==> src/rtl/mem_port_arbiter.sv <==
// Two-requester arbiter for a single-port SRAM: round-robin grant, burst lock, tagged read return.
// Define ARB_FIXED_PRIO_EN to make m0 win every contention (lock is still honoured).
module mem_port_arbiter #(
    parameter int unsigned ADDR_BW = 32,
    parameter int unsigned DATA_BW = 32,
    parameter int unsigned STRB_BW = DATA_BW / 8,
    parameter int unsigned RD_LAT  = 1
) (
    input  logic               ACLK,
    input  logic               ARESET,
    input  logic               m0_req,
    input  logic               m0_we,
    input  logic [ADDR_BW-1:0] m0_addr,
    input  logic [DATA_BW-1:0] m0_wdata,
    input  logic [STRB_BW-1:0] m0_strb,
    input  logic               m0_lock,
    output logic               m0_gnt,
    output logic               m0_rvalid,
    output logic [DATA_BW-1:0] m0_rdata,
    input  logic               m1_req,
    input  logic               m1_we,
    input  logic [ADDR_BW-1:0] m1_addr,
    input  logic [DATA_BW-1:0] m1_wdata,
    input  logic [STRB_BW-1:0] m1_strb,
    input  logic               m1_lock,
    output logic               m1_gnt,
    output logic               m1_rvalid,
    output logic [DATA_BW-1:0] m1_rdata,
    output logic               mem_en,
    output logic               mem_we,
    output logic [ADDR_BW-1:0] mem_addr,
    output logic [DATA_BW-1:0] mem_wdata,
    output logic [STRB_BW-1:0] mem_strb,
    input  logic [DATA_BW-1:0] mem_rdata,
    output logic               o_busy
);

    logic              gnt0_c;
    logic              gnt1_c;
    logic              lock_q;
    logic              lock_d;
    logic              owner_q;
    logic              owner_d;
`ifndef ARB_FIXED_PRIO_EN
    logic              last_q;
    logic              last_d;
`endif
    logic [RD_LAT-1:0] vld_q;
    logic [RD_LAT-1:0] vld_d;
    logic [RD_LAT-1:0] id_q;
    logic [RD_LAT-1:0] id_d;
    logic              rd_push;
    logic              out_vld;
    logic              out_id;

    // Grant selection; requests are ignored while reset is asserted
    always_comb begin
        gnt0_c = 1'b0;
        gnt1_c = 1'b0;
        if (!ARESET) begin
            if (lock_q) begin
                if (owner_q) gnt1_c = m1_req;
                else         gnt0_c = m0_req;
            end else if (m0_req && m1_req) begin
`ifdef ARB_FIXED_PRIO_EN
                gnt0_c = 1'b1;
`else
                gnt0_c = last_q;
                gnt1_c = ~last_q;
`endif
            end else begin
                gnt0_c = m0_req;
                gnt1_c = m1_req;
            end
        end
    end

    assign m0_gnt = gnt0_c;
    assign m1_gnt = gnt1_c;

    // SRAM request mux, zero when idle
    always_comb begin
        mem_en    = gnt0_c | gnt1_c;
        mem_we    = 1'b0;
        mem_addr  = '0;
        mem_wdata = '0;
        mem_strb  = '0;
        if (gnt0_c) begin
            mem_we    = m0_we;
            mem_addr  = m0_addr;
            mem_wdata = m0_wdata;
            mem_strb  = m0_strb;
        end else if (gnt1_c) begin
            mem_we    = m1_we;
            mem_addr  = m1_addr;
            mem_wdata = m1_wdata;
            mem_strb  = m1_strb;
        end
    end

    assign rd_push = mem_en & ~mem_we;

    always_comb begin
        lock_d  = lock_q;
        owner_d = owner_q;
`ifndef ARB_FIXED_PRIO_EN
        last_d  = last_q;
`endif
        if (mem_en) begin
            lock_d  = gnt1_c ? m1_lock : m0_lock;
            owner_d = gnt1_c;
`ifndef ARB_FIXED_PRIO_EN
            last_d  = gnt1_c;
`endif
        end
        // Tag pipe: bit 0 is the newest read, bit RD_LAT-1 lines up with mem_rdata
        vld_d = RD_LAT'({vld_q, rd_push});
        id_d  = RD_LAT'({id_q, gnt1_c});
    end

    always_ff @(posedge ACLK or posedge ARESET) begin
        if (ARESET) begin
            lock_q  <= 1'b0;
            owner_q <= 1'b0;
`ifndef ARB_FIXED_PRIO_EN
            last_q  <= 1'b1;
`endif
            vld_q   <= '0;
            id_q    <= '0;
        end else begin
            lock_q  <= lock_d;
            owner_q <= owner_d;
`ifndef ARB_FIXED_PRIO_EN
            last_q  <= last_d;
`endif
            vld_q   <= vld_d;
            id_q    <= id_d;
        end
    end

    assign out_vld   = vld_q[RD_LAT-1];
    assign out_id    = id_q[RD_LAT-1];
    assign m0_rvalid = out_vld & ~out_id;
    assign m1_rvalid = out_vld & out_id;
    assign m0_rdata  = m0_rvalid ? mem_rdata : '0;
    assign m1_rdata  = m1_rvalid ? mem_rdata : '0;
    assign o_busy    = (|vld_q) | lock_q;

endmodule
==> config.mk <==
export PLATFORM = sky130hd
export DESIGN_NAME = mem_port_arbiter
export DESIGN_NICKNAME = d
export VERILOG_FILES = /design/src/rtl/mem_port_arbiter.sv
export SDC_FILE = /design/constraint.sdc
export NUM_CORES = 1
export LEC_CHECK = 0
export CELL_PAD_IN_SITES_DETAIL_PLACEMENT = 1
export CELL_PAD_IN_SITES_GLOBAL_PLACEMENT = 1
export CORE_AREA = 2 2 122 124
export CTS_BUF_LIST = sky130_fd_sc_hd__clkbuf_8
export CTS_CLUSTER_SIZE = 8
export DETAILED_ROUTE_END_ITERATION = 7
export DIE_AREA = 0 0 124 126
export DONT_BUFFER_PORTS = 1
export PLACE_DENSITY = 0.43
export SLEW_MARGIN = 0
export SYNTH_ARGS = -nofsm -noshare
export SYNTH_HDL_FRONTEND = slang
export SYNTH_SLANG_ARGS = --single-unit
==> constraint.sdc <==
create_clock -name ACLK -period 1.9 [get_ports ACLK]
set_input_delay 0.38 -clock ACLK [delete_from_list [all_inputs] [get_ports ACLK]]
set_output_delay 0.38 -clock ACLK [all_outputs]
set_load 0.02 [all_outputs]
Word-level counts from Yosys, hierarchy flattened
Index checks and enable logic that the tools add are counted.
{"block": "op_classes", "n_mux": 19, "reduce_logical": 1, "bitwise_logic": 8}
{"operator": "$mux 32", "count": 6}
{"operator": "$mux 1", "count": 11}
{"operator": "$mux 4", "count": 2}
{"operator": "$and 1x1->1", "count": 3}
{"operator": "$not 1->1", "count": 3}
{"operator": "$or 1x1->1", "count": 2}
{"operator": "$logic_and 1x1->1", "count": 1}
{"block": "totals", "in_bits": 176, "elab_cells": 33, "ff_bits": 5, "output_inout_bits": 139}

Logic depth before layout (Yosys ltp)
Gate-level depths: netlist (run 1).
{"block": "depth", "word_depth": 8, "depth_mapped": 5, "depth_no_buf": 4}

Worst setup path before layout (run 1)
OpenSTA, ideal clock, no wires.
{"block": "synth_path", "path_type": "reg-to-output", "from": "reg lock_q", "to": "out mem_addr[22]", "n_path_buf": 1, "path_slack_ns": 0.047, "arrival_time_ns": 1.473, "stages_incl_launch_ff": 6, "t_required_ns": 1.520, "path_cell_list": "dfrtp_1 -> or3b_2 -> nand3_2 -> inv_2 -> buf_2 -> a22o_1"}
{"block": "synth_between", "elab_cells_between_ends": 6, "classes_between": "mux: 6"}
{"item": "start: declaration", "line": "40", "source": "logic lock_q;"}
{"item": "start signal: assignment", "line": "131", "source": "lock_q <= lock_d;"}
{"item": "$mux 1", "line": "61", "source": "if (lock_q) begin"}
{"item": "$mux 1", "line": "60", "source": "if (!ARESET) begin"}
{"item": "net m0_gnt", "line": "17", "source": "output logic m0_gnt,"}
{"item": "$mux 32", "line": "88", "source": "if (gnt0_c) begin"}
{"item": "end: declaration", "line": "31", "source": "output logic [ADDR_BW-1:0] mem_addr,"}
The timed path passes the listed nets, and every way through them passes these cells.

Worst setup path in the final report (run 1)
{"block": "layout_path", "from": "reg lock_q", "to": "out mem_wdata[21]"}
{"block": "layout_between", "elab_chain_len": 4, "elab_cells_between_ends": 6, "classes_between": "mux: 6"}
{"item": "$mux 1", "line": "61"}
{"item": "$mux 1", "line": "60"}
{"item": "$mux 32", "line": "93", "source": "end else if (gnt1_c) begin"}
{"item": "$mux 32 *", "line": "88"}
{"item": "end: declaration", "line": "32", "source": "output logic [DATA_BW-1:0] mem_wdata,"}
Mark *: on every way between the ends. The rest lies on a longest branch, timed or not.

==> flow_metrics.env, run 1 <==
export IMPL_drt_first_pass_iters=4
export IMPL_rsz0062_at_grt="true"
export IMPL_dp_slack_ns=-0.1665
export IMPL_reg2reg_depth=7
export IMPL_syn_mean_instance_area_um2=7.772
export IMPL_die_area_mm2=0.01562
export IMPL_drive_gt1_frac=0.5345
export IMPL_whs_ns=0.2982
export IMPL_critical_path_required_ns=1.52
export IMPL_fin_crit_ns=2.199
export IMPL_violations="negative setup slack"
export IMPL_grt_overflow=0
export IMPL_yosys_warnings=0
export IMPL_grt_pass1_wl_mm=12.46
export IMPL_ys_seq_area_frac=0.08836
export IMPL_rows=44
export IMPL_core_region_area_mm2=0.01431
export IMPL_drv_cap=0
export IMPL_yosysTopAreaCell="a22o_1"
export IMPL_clock_path_buffers=2
export IMPL_diodes=0
export IMPL_portBuffers=0
export IMPL_synth_adder_area_share=0
export IMPL_synthXorXnorAreaFrac=0
export IMPL_gp_congestion=0.8264
export IMPL_cts_clk_slew_worst_paths_ns=0.04
export IMPL_grt_pass1_vias=1907
export IMPL_arrival_ns=1.82
export IMPL_synth_area_mm2=0.001430
export IMPL_outcome="finished with violations"
export IMPL_mostFrequentLayoutCells="a22o_4 (37), and2_1 (33), buf_6 (33)"
export IMPL_ys_types=25
export IMPL_routedWlPerCell_um=23.62
export IMPL_clk_insertion_delay_late_ns=0.22
export IMPL_crit_fanout=18
export IMPL_synthSimpleGateAreaFrac=0.3517
export IMPL_syn_num_nets=360
export IMPL_drt_first_iter_violations=39
export IMPL_final_hold_viol_count=0
export IMPL_start_util=0.09991
export IMPL_via_per_inst=4.531
export IMPL_max_freq_mhz=454.7
export IMPL_whs_path_depth=1
export IMPL_irDropWorstVdd_mv=0.3797
export IMPL_setup_viol=72
export IMPL_grt_usage=0.1095
export IMPL_clock_skew_ns=0.005501
export IMPL_grt_max_degree=36
export IMPL_layout_commonest_cell="a22o_4"
export IMPL_period_share=1.157
export IMPL_routed_wl_mm=9.827
export IMPL_ys_ff_latch=5
export IMPL_tritoncts="done"
export IMPL_post_route_cell_area_mm2=0.002758
export IMPL_htreeDepth=1
export IMPL_rrSetupSlack_ns=0.25
export IMPL_synth_top_family_by_area="compound AO/OA/AOI/OAI gates"
export IMPL_report_final_slew_viol_count=0
export IMPL_synth_compound_area_frac=0.4453
export IMPL_drc_errors=0
export IMPL_synth_top_cell_area_share=0.4226
export IMPL_end_kind="output port"
export IMPL_ys_top_cells_by_area="a22o_1 (42%), and2_1 (14%), and3_1 (14%)"
export IMPL_antenna_found_initial=0
export IMPL_pin_count=315
export IMPL_hpwl_mm=7.257
export IMPL_area_growth_pct=92.83
export IMPL_worst_setup_path_type="flop to output port"
export IMPL_ant_nets=0
export IMPL_die_h_um=126
export IMPL_p_leak_nw=1.344
export IMPL_cts_buffers=3
export IMPL_finalSetupTns_ns=-18.95
export IMPL_relSlewSlack=0.8062
export IMPL_nNetsFinal=409
export IMPL_num_vias=1885
export IMPL_cts_sinks=5
export IMPL_worst_slack_ns=-0.2992
export IMPL_powerDensity_mw_per_mm2=1029
export IMPL_cts_root_buffer="clkbuf_8"
export IMPL_worst_hold_path_type="input port to flop"
export IMPL_tightestPinTransition_ns=0.2881
export IMPL_die_w_um=124
export IMPL_synth_mux_area_fraction=0
export IMPL_syn_inst=184
export IMPL_crit_path_start_kind="flop"
export IMPL_placedInstanceArea_mm2=0.001853
-- registers in the layout, indices dropped and copies added, names as in the netlist --
| signal | count |
|---|---|
| last_q | 1 |
| lock_q | 1 |
| id_q | 1 |
| out_vld | 1 |
| owner_q | 1 |
-- critical path: stages (launching register included) --
cell and delay, ns:
dfrtp_1 0.40, and3b_1 0.21, or3_4 0.41, clkinv_8 0.11
buf_12 0.16, buf_4 0.12, a22o_4 0.16
-- path summary, 6_finish.rpt --
kind                                  to  startpoint
max in group asynchronous         last_q      ARESET
hold reg to reg                   last_q      last_q
min in group asynchronous        out_vld      ARESET
setup reg to reg                 owner_q      last_q
setup / recovery           mem_wdata[21]      lock_q
hold / removal                   out_vld       m0_we
-- cells by family after synthesis --
| kind of cell | count (synthesis) |
|---|---|
| and+or+nand+nor | 79 |
| AOI/OAI and AO/OA | 74 |
| buffers and inverters | 26 |
| DFF | 5 |
-- metal layers --
| layer | routed length [um] | track usage | share of wire |
|---|---|---|---|
| met3 | 1002 | 0.03668 | 0.10 |
| met4 | 21 | 0.008592 | 0.0021 |
| met5 | 0 | 0 | 0 |
| met2 | 5594 | 0.2224 | 0.57 |
| met1 | 3210 | 0.1089 | 0.33 |
-- Yosys cell counts --
cell,instances
or2_2,1
nand4_1,1
and3b_1,1
inv_1,1
or3b_2,1
buf_6,7
a22o_1,69
a21o_1,2
nand2_1,2
buf_2,7
and2_1,33
o21ai_0,1
dfrtp_1,4
dfstp_2,1
clkinv_4,1
a31oi_1,1
nand3_2,1
o22ai_1,1
nor4_1,1
nor2b_1,3
inv_2,1
or3_4,1
and3_1,32
nand2b_1,2
clkbuf_1,9
-- cell type report --
class	count	area, um^2
Sequential cell	5	126.4
Fill cell	1648	11560
Clock inverter	1	3.754
Inverter	3	36.28
Tap cell	184	230.2
Multi-Input combinational cell	153	1495
Clock buffer	3	41.29
Timing Repair Buffer	67	824.5
-- stage by stage --
step	power (mW)	util	instances
2_1_floorplan	1.480	-	184
3_3_place_gp	1.867	0.1295	385
3_5_place_dp	1.909	0.1295	385
4_1_cts	2.801	0.1872	412
5_1_grt	2.986	0.1927	416
6_report	2.836	0.1927	416
-- repair_timing --
action                                  4_1_cts  5_1_grt
cloned                                        6        1
endpoints found under the hold margin         4        0
pin swaps                                    13        3
hold buffers                                  1        0
resized for setup                           109       14
endpoints found under the setup margin       72       72
setup buffers                                16        5
-- power by group --
group	internal [mW]	switching [mW]	leakage, nW
Sequential	0.157	0.0406	0.0599
Combinational	1.12	1.33	1.26
Clock	0.139	0.0535	0.0269
Total	1.41	1.42	1.34
No activity file was read; power rests on OpenSTA's default activity.
==> run 2: changes to the inputs <==
- CTS_CLUSTER_DIAMETER: unset -> 80
- GPL_ROUTABILITY_DRIVEN: unset -> 0
- clock period: 1.9 -> 2.04 ns (I/O delays scaled with it)
==> flow_metrics.env, run 2 (synthesized netlist as in run 1, its figures left out) <==
export IMPL_clk_insertion_delay_late_ns=0.22
export IMPL_whs_path_depth=1
export IMPL_cts_sinks=5
export IMPL_worst_setup_path_type="flop to output port"
export IMPL_drive_gt1_frac=0.5328
export IMPL_setup_viol=70
export IMPL_finalSetupTns_ns=-10.22
export IMPL_layout_commonest_cell="a22o_4"
export IMPL_hpwl_mm=7.234
export IMPL_num_vias=1899
export IMPL_drt_first_pass_iters=4
export IMPL_grt_overflow=0
export IMPL_nNetsFinal=406
export IMPL_rsz0062_at_grt="true"
export IMPL_grt_max_degree=35
export IMPL_report_final_slew_viol_count=0
export IMPL_rrSetupSlack_ns=0.37
export IMPL_drc_errors=0
export IMPL_reg2reg_from="last_q"
export IMPL_diodes=0
export IMPL_drt_first_iter_violations=51
export IMPL_whs_endpoint="out_vld"
export IMPL_finalPower_mw=2.769
export IMPL_fin_crit_ns=2.247
export IMPL_die_w_um=124
export IMPL_area_growth_pct=100.5
export IMPL_tritoncts="done"
export IMPL_die_h_um=126
export IMPL_rows=44
export IMPL_crit_path_start_kind="flop"
export IMPL_cts_root_buffer="clkbuf_8"
export IMPL_max_stage_delay_ns=0.41
export IMPL_end_kind="output port"
export IMPL_drv_cap=0
export IMPL_path_cells="and3b_1 > or3_4 > clkinv_8 > buf_12 > a22o_1 > buf_6"
export IMPL_cts_buffers=3
export IMPL_final_util=0.2004
export IMPL_worst_slack_ns=-0.2072
export IMPL_tightestPinTransition_ns=0.2677
export IMPL_antenna_found_initial=0
export IMPL_ant_nets=0
export IMPL_clock_skew_ns=0.004863
export IMPL_via_per_inst=4.598
export IMPL_cts_clk_slew_worst_paths_ns=0.04
export IMPL_outcome="finished with violations"
export IMPL_cp_slowest_cell="or3_4"
export IMPL_clock_path_buffers=2
export IMPL_max_freq_mhz=445.0
export IMPL_grt_pass1_wl_mm=13.54
export IMPL_critical_path_required_ns=1.63
export IMPL_period_share=1.102
export IMPL_r2r_end="owner_q"
export IMPL_portBuffers=0
export IMPL_die_area_mm2=0.01562
export IMPL_core_region_area_mm2=0.01431
export IMPL_arrival_ns=1.84
export IMPL_start_util=0.09991
export IMPL_powerDensity_mw_per_mm2=965.7
export IMPL_grt_pass1_vias=2000
export IMPL_p_leak_nw=1.404
export IMPL_grt_usage=0.1196
export IMPL_reg2reg_depth=7
export IMPL_routedWlPerCell_um=24.87
export IMPL_hold_start="m0_we"
export IMPL_irDropWorstVdd_mv=0.2992
export IMPL_mostFrequentLayoutCells="a22o_4 (48), and2_1 (33), buf_6 (33)"
export IMPL_cp_startpoint="lock_q"
export IMPL_routed_wl_mm=10.27
export IMPL_crit_fanout=9
export IMPL_whs_ns=0.3189
export IMPL_violations="negative setup slack"
export IMPL_htreeDepth=1
export IMPL_pin_count=315
export IMPL_final_hold_viol_count=0
export IMPL_worst_hold_path_type="input port to flop"
export IMPL_relSlewSlack=0.8211
[run 2: cell count changes in the layout (fill, tap and decap cells not counted), sizes merged]
cell and change:
buf -3, inv +1, bufbuf +1, clkinv -1, clkbuf -1
[run 2: area by class of cell]
cell class	instances	area [um^2]
Fill cell	1648	11450
Clock buffer	3	41.29
Inverter	3	31.28
Clock inverter	1	3.754
Sequential cell	5	126.4
Timing Repair Buffer	64	862.1
Tap cell	184	230.2
Multi-Input combinational cell	153	1573
[run 2: metal layers]
metal,routed length (um),GRT usage,up-vias
li1,-,-,806
met1,3353,0.1166,906
met2,5712,0.2372,179
met3,1093,0.04438,8
met4,111,0.01983,0
met5,0,0,-
[run 2: worst max-delay path by stage]
| stage | to | slack (ns) | cells after the start |
|---|---|---|---|
| after floorplan | mem_addr[24] | 0.15 | 5 |
| after global placement | mem_wdata[25] | -0.007 | 6 |
| after detailed placement | mem_wdata[25] | -0.06 | 6 |
| after CTS | mem_wdata[2] | -0.19 | 6 |
| after global routing | mem_addr[3] | -0.26 | 6 |
| final | mem_addr[3] | -0.21 | 6 |
[run 2: critical path, delay by kind of cell (launching register included)]
| family | cells | cell delay, ns |
|---|---|---|
| buffers and inverters | 3 | 0.39 |
| DFF | 1 | 0.39 |
| AOI/OAI and AO/OA | 1 | 0.19 |
| and+or+nand+nor | 2 | 0.62 |
[run 2: report_power, final]
group          total [mW]  switching [mW]  internal, mW  leakage [nW]
sequential          0.183          0.0374         0.146        0.0599
clock               0.178          0.0491         0.129        0.0269
combinational        2.41            1.28          1.13          1.32
total                2.77            1.36          1.41          1.40
[run 2: what timing repair did]
item,4_1_cts,5_1_grt
hold buffers,1,0
gates cloned,8,0
hold endpoints to repair,4,0
pin swaps,35,21
resized for setup,107,15
endpoints found under the setup margin,70,70
setup buffers,14,2
[run 2: through the flow]
| stage | setup slack [ns] | cell area (um^2) | instances |
|---|---|---|---|
| floorplan | 0.1470 | 1430 | 184 |
| global placement | -0.006920 | 1846 | 384 |
| detailed placement | -0.06406 | 1846 | 384 |
| CTS | -0.1891 | 2771 | 411 |
| global route | -0.2569 | 2868 | 413 |
| finish | -0.2072 | 2868 | 413 |
==> run 3: changes to the inputs <==
- PLACE_DENSITY: 0.43 -> 0.39
==> flow_metrics.env, run 3 (synthesized netlist as in run 1, its figures left out) <==
export IMPL_outcome="finished with violations"
export IMPL_violations="negative setup slack"
export IMPL_drt_first_pass_iters=4
export IMPL_num_vias=1837
export IMPL_fill_cells=1631
export IMPL_reg2reg_depth=6
export IMPL_rows=44
export IMPL_htreeDepth=1
export IMPL_routed_wl_mm=10.56
export IMPL_cts_root_buffer="clkbuf_8"
export IMPL_critical_path_required_ns=1.63
export IMPL_period_share=1.107
export IMPL_routedWlPerCell_um=26.54
export IMPL_tritoncts="done"
export IMPL_worst_hold_path_type="input port to flop"
export IMPL_clk_insertion_delay_late_ns=0.22
export IMPL_area_growth_pct=101.6
export IMPL_powerDensity_mw_per_mm2=952.9
export IMPL_pin_count=315
export IMPL_end_kind="output port"
export IMPL_die_w_um=124
export IMPL_core_region_area_mm2=0.01431
export IMPL_rsz0062_at_grt="true"
export IMPL_ant_nets=0
export IMPL_p_leak_nw=1.403
export IMPL_grt_max_degree=35
export IMPL_worst_slack_ns=-0.2182
export IMPL_hpwl_mm=6.582
export IMPL_relSlewSlack=0.7944
export IMPL_final_hold_viol_count=0
export IMPL_drive_gt1_frac=0.5701
export IMPL_arrival_ns=1.85
export IMPL_dp_cells=363
export IMPL_mostFrequentLayoutCells="a22o_4 (62), and2_1 (33), and3_1 (32)"
export IMPL_max_freq_mhz=442.8
export IMPL_crit_path_start_kind="flop"
export IMPL_dp_slack_ns=-0.1283
export IMPL_portBuffers=0
export IMPL_irDropWorstVdd_mv=0.2485
export IMPL_comb_power_share=0.867
export IMPL_die_h_um=126
export IMPL_report_final_slew_viol_count=0
export IMPL_seqPwrFrac=0.068
export IMPL_drv_cap=0
export IMPL_die_area_mm2=0.01562
export IMPL_drt_first_iter_violations=37
export IMPL_start_util=0.09991
export IMPL_max_stage_delay_ns=0.41
export IMPL_grt_pass1_vias=1899
export IMPL_path_cells="and3b_1 > or3_4 > clkinv_8 > buf_16 > a22o_1 > buf_6"
export IMPL_crit_fanout=9
export IMPL_grt_usage=0.1153
export IMPL_grt_pass1_wl_mm=13.03
export IMPL_whs_path_depth=1
export IMPL_tightestPinTransition_ns=0.3078
export IMPL_drc_errors=0
export IMPL_nNetsFinal=391
export IMPL_clock_path_buffers=2
export IMPL_switching_power_mw=1.372
export IMPL_cts_clk_slew_worst_paths_ns=0.04
export IMPL_swShare=0.4995
export IMPL_cts_buffers=3
export IMPL_cts_sinks=5
export IMPL_layout_commonest_cell="a22o_4"
export IMPL_antenna_found_initial=0
export IMPL_via_per_inst=4.616
export IMPL_layoutNonFillerInstCount=398
export IMPL_setup_viol=69
export IMPL_fin_crit_ns=2.258
export IMPL_worst_setup_path_type="flop to output port"
export IMPL_p_clk_frac=0.065
export IMPL_grt_overflow=0
export IMPL_p_int_mw=1.375
export IMPL_diodes=0
export IMPL_cp_slowest_cell="dfrtp_1"
export IMPL_clock_skew_ns=0.001336
-- run 3: cell count changes in the layout (fill, tap and decap cells not counted), sizes merged --
cell	delta
buf	-19
bufbuf	-1
clkbuf	+5
clkinv	+1
inv	-1
-- run 3: final cells by class --
type,instances,area (um^2),area share
inverter,3,36.28,0.01259
tap,184,230.2,0.07986
clock inverter,1,3.754,0.001302
clock buffer,3,41.29,0.01432
timing repair buffer,49,747.0,0.2591
multi-input combinational,153,1698,0.5890
sequential,5,126.4,0.04384
-- run 3: final timing paths --
check	start	slack [ns]	to
setup reg to reg	last_q	0.46	owner_q
max in group asynchronous	ARESET	1.24	last_q
hold / removal	m0_we	0.33	out_vld
setup / recovery	lock_q	-0.22	mem_addr[12]
min in group asynchronous	ARESET	0.55	lock_q
hold reg to reg	last_q	0.53	last_q
-- run 3: worst max-delay path, delay by kind of cell, from the launching register on --
family                 cells  cell delay [ns]
AND/OR/NAND/NOR            2             0.63
flip-flops                 1             0.41
buffers and inverters      3             0.39
AO/OA/AOI/OAI              1             0.19
-- run 3: per-stage QoR --
stage               total power [mW]  cell area [um^2]    util  TNS [ns]  hold WS (ns)
global placement               1.581              1675  0.1170   -0.1569        0.2145
global route                   2.883              2883  0.2014    -15.39        0.3254
floorplan                      1.378              1430       -         0        0.1858
finish                         2.747              2883  0.2014    -12.34        0.3256
CTS                            2.495              2560  0.1788    -10.79        0.3109
detailed placement             1.607              1675  0.1170    -1.063        0.2173
-- run 3: what timing repair did --
| item | in CTS | in global routing |
|---|---|---|
| gates resized for setup | 113 | 14 |
| setup endpoints to repair | 69 | 70 |
| pin swaps | 12 | 6 |
| endpoints found under the hold margin | 4 | 0 |
| setup buffers | 4 | 15 |
| hold buffers | 1 | 0 |
| gates cloned | 8 | 5 |
-- run 3: power groups by stage --
| stage | Combinational [mW] | Sequential [mW] | Clock [mW] |
|---|---|---|---|
| after floorplan | 1.20 | 0.175 | 0 |
| after global placement | 1.40 | 0.178 | 0 |
| after detailed placement | 1.42 | 0.186 | 0 |
| after CTS | 2.13 | 0.186 | 0.178 |
| after global routing | 2.50 | 0.192 | 0.189 |
| final | 2.38 | 0.187 | 0.178 |
-- run 3: metal layers --
| metal | GRT usage | vias to the layer above | wire (um) |
|---|---|---|---|
| met4 | 0.008592 | 0 | 18 |
| met1 | 0.1168 | 870 | 3532 |
| met2 | 0.2340 | 184 | 5969 |
| met3 | 0.03533 | 2 | 1042 |
| li1 | - | 781 | - |
| met5 | 0 | - | 0 |
==> RTL edit (flow settings as in run 1) <==
The option `ARB_FIXED_PRIO_EN` is turned on by a define.
--- a/src/rtl/mem_port_arbiter.sv
+++ b/src/rtl/mem_port_arbiter.sv
@@ -1,5 +1,7 @@
 // Two-requester arbiter for a single-port SRAM: round-robin grant, burst lock, tagged read return.
 // Define ARB_FIXED_PRIO_EN to make m0 win every contention (lock is still honoured).
+`define ARB_FIXED_PRIO_EN
+
 module mem_port_arbiter #(
     parameter int unsigned ADDR_BW = 32,
     parameter int unsigned DATA_BW = 32,
Check against the original RTL: not equivalent (a bounded check fails within 4 cycles, from zero or initial values and one cycle with ARESET high).
==> RTL edit against run 1 <==
The flow still finishes with violations (negative setup slack); cell area fell by 6.6%; synthesized area fell by 4.0%; clock skew fell by 4.8 ps; maximum frequency rose by 13%; critical path depth did not move; core utilization fell by 1.3 points; first-iteration DRC count rose by 26%; worst setup slack improved by 250 ps; non-clock buffer count fell by 33; power fell by 29%; sequential cell count fell by 1; wire length fell by 9.3%; largest cell class unchanged; largest power group unchanged; highest routed layer unchanged.
==> RTL edit: results (changes against run 1) <==
- Drt via density: 4.540 (+0.19%)
- Slowest cell delay on critical path: 370 ps (-40 ps)
- Hpwl dp: 6.380 mm (-12%)
- Critical-path top delay cell: dfrtp_1
- Hold depth: 1 (unchanged)
- Register area share after synthesis: 7.293% (-1.5 points)
- Worst EP arrival: 1570 ps (-250 ps)
- DP Area: 1630 sq um (-12%)
- FILL cells: 1669 (+1.3%)
- Net count of the mapped netlist: 357 (-0.83%)
- Slew Limit Headroom: 82.86% (+2.2 points)
- Final setup TNS: -672.3 ps (+18280 ps)
- Final WL: 8.911 mm (-9.3%)
- Final Wtd Congestion: 0.7703 (-6.8%)
- Violated checks: negative setup slack
- Worst R2R Setup Slack: 520 ps (+270 ps)
- Status: finished with violations
- Share of cells above drive strength 1: 56.19% (+2.7 points)
- Crit path max fanout: 8 (-10)
- Fin nets: 372 (-9.0%)
- Clk Latency, worst-skew pair: 210 ps
- Top cells by count, synth: 69 x a22o_1, 33 x and2_1, 32 x and3_1
- Place WS: 13.14 ps (+179.7 ps)
- Initial DRC count: 49 (+26%)
- Ant. Diodes: 0 (unchanged)
- Synth area leaders: a22o_1 44%, and2_1 15%, and3_1 15%
- Setup WS post-layout: -53.66 ps (+245.6 ps)
- Final setup fails: 40 (-44%)
- Clock skew: 0.7176 ps (-4.783 ps)
- Netlist cell types: 19 (-24%)
- Largest net degree at the start of global routing: 35 (-2.8%)
- Worst hold margin: 267.3 ps (-30.99 ps)
- R2R cell count: 5 (-2)
- Leakage power: 1.275 nW (-5.1%)
- Gr usage total: 8.967% (-2.0 points)
==> RTL edit: cell count changes in the layout (fill, tap and decap cells not counted), moves of 3 or more <==
cell       change
a22o_1        -19
a22o_2         -9
a22o_4        +28
buf_4          -5
buf_6         -27
clkbuf_16      +3
inv_1          +3
==> RTL edit: layout make-up <==
type / instances / area share, %
multi-input combinational: 147 / 65.76
timing repair buffer: 34 / 18.65
tap: 184 / 8.936
sequential: 4 / 3.885
clock buffer: 3 / 1.603
inverter: 6 / 1.166
==> RTL edit: cells by family after synthesis <==
group,Yosys count
AO/OA/AOI/OAI,74
buffers and inverters,30
flip-flops,4
AND/OR/NAND/NOR,73
==> RTL edit: repair_timing <==
action / in CTS / in global routing
gates cloned: 4 / 4
resized for setup: 87 / 49
pin swaps: 0 / 7
hold buffers: 1 / 0
buffers inserted: 5 / 2
endpoints found under the hold margin: 4 / 0
setup endpoints to repair: 70 / 70
==> RTL edit: worst max-delay path by stage <==
stage | startpoint | end | slack [ps]
2_1_floorplan | lock_q | mem_addr[0] | 230
3_3_place_gp | lock_q | mem_wdata[29] | 80
3_5_place_dp | lock_q | mem_wdata[29] | 10
4_1_cts | lock_q | mem_addr[27] | -190
5_1_grt | lock_q | mem_wdata[24] | -120
6_report | lock_q | mem_wdata[24] | -50
==> RTL edit: stage by stage <==
step / std cells / util, %
finish: 378 / 18.00
global placement: 360 / 11.39
global route: 378 / 18.00
CTS: 373 / 15.40
floorplan: 181 / -
detailed placement: 360 / 11.39
==> RTL edit: routing by layer <==
layer	routed length, um	vias up	global-route usage (%)
li1	-	728	-
met1	3110	825	10.21
met2	4911	161	16.97
met3	878	2	2.672
met4	10	0	0.5948
met5	0	-	0
==> RTL edit: critical path: cells and delay by family, from the launching register on <==
family | cells | cell delay, ps
AO/OA/AOI/OAI | 2 | 320
buffers and inverters | 3 | 430
flip-flops | 1 | 370
AND/OR/NAND/NOR | 1 | 240
==> RTL edit: where the power goes <==
| group | leakage [nW] | switching (mW) | internal (mW) |
|---|---|---|---|
| logic | 1.20 | 0.946 | 0.748 |
| clock network | 0.0216 | 0.0402 | 0.135 |
| registers | 0.0502 | 0.0220 | 0.109 |
| total | 1.28 | 1.01 | 0.991 |
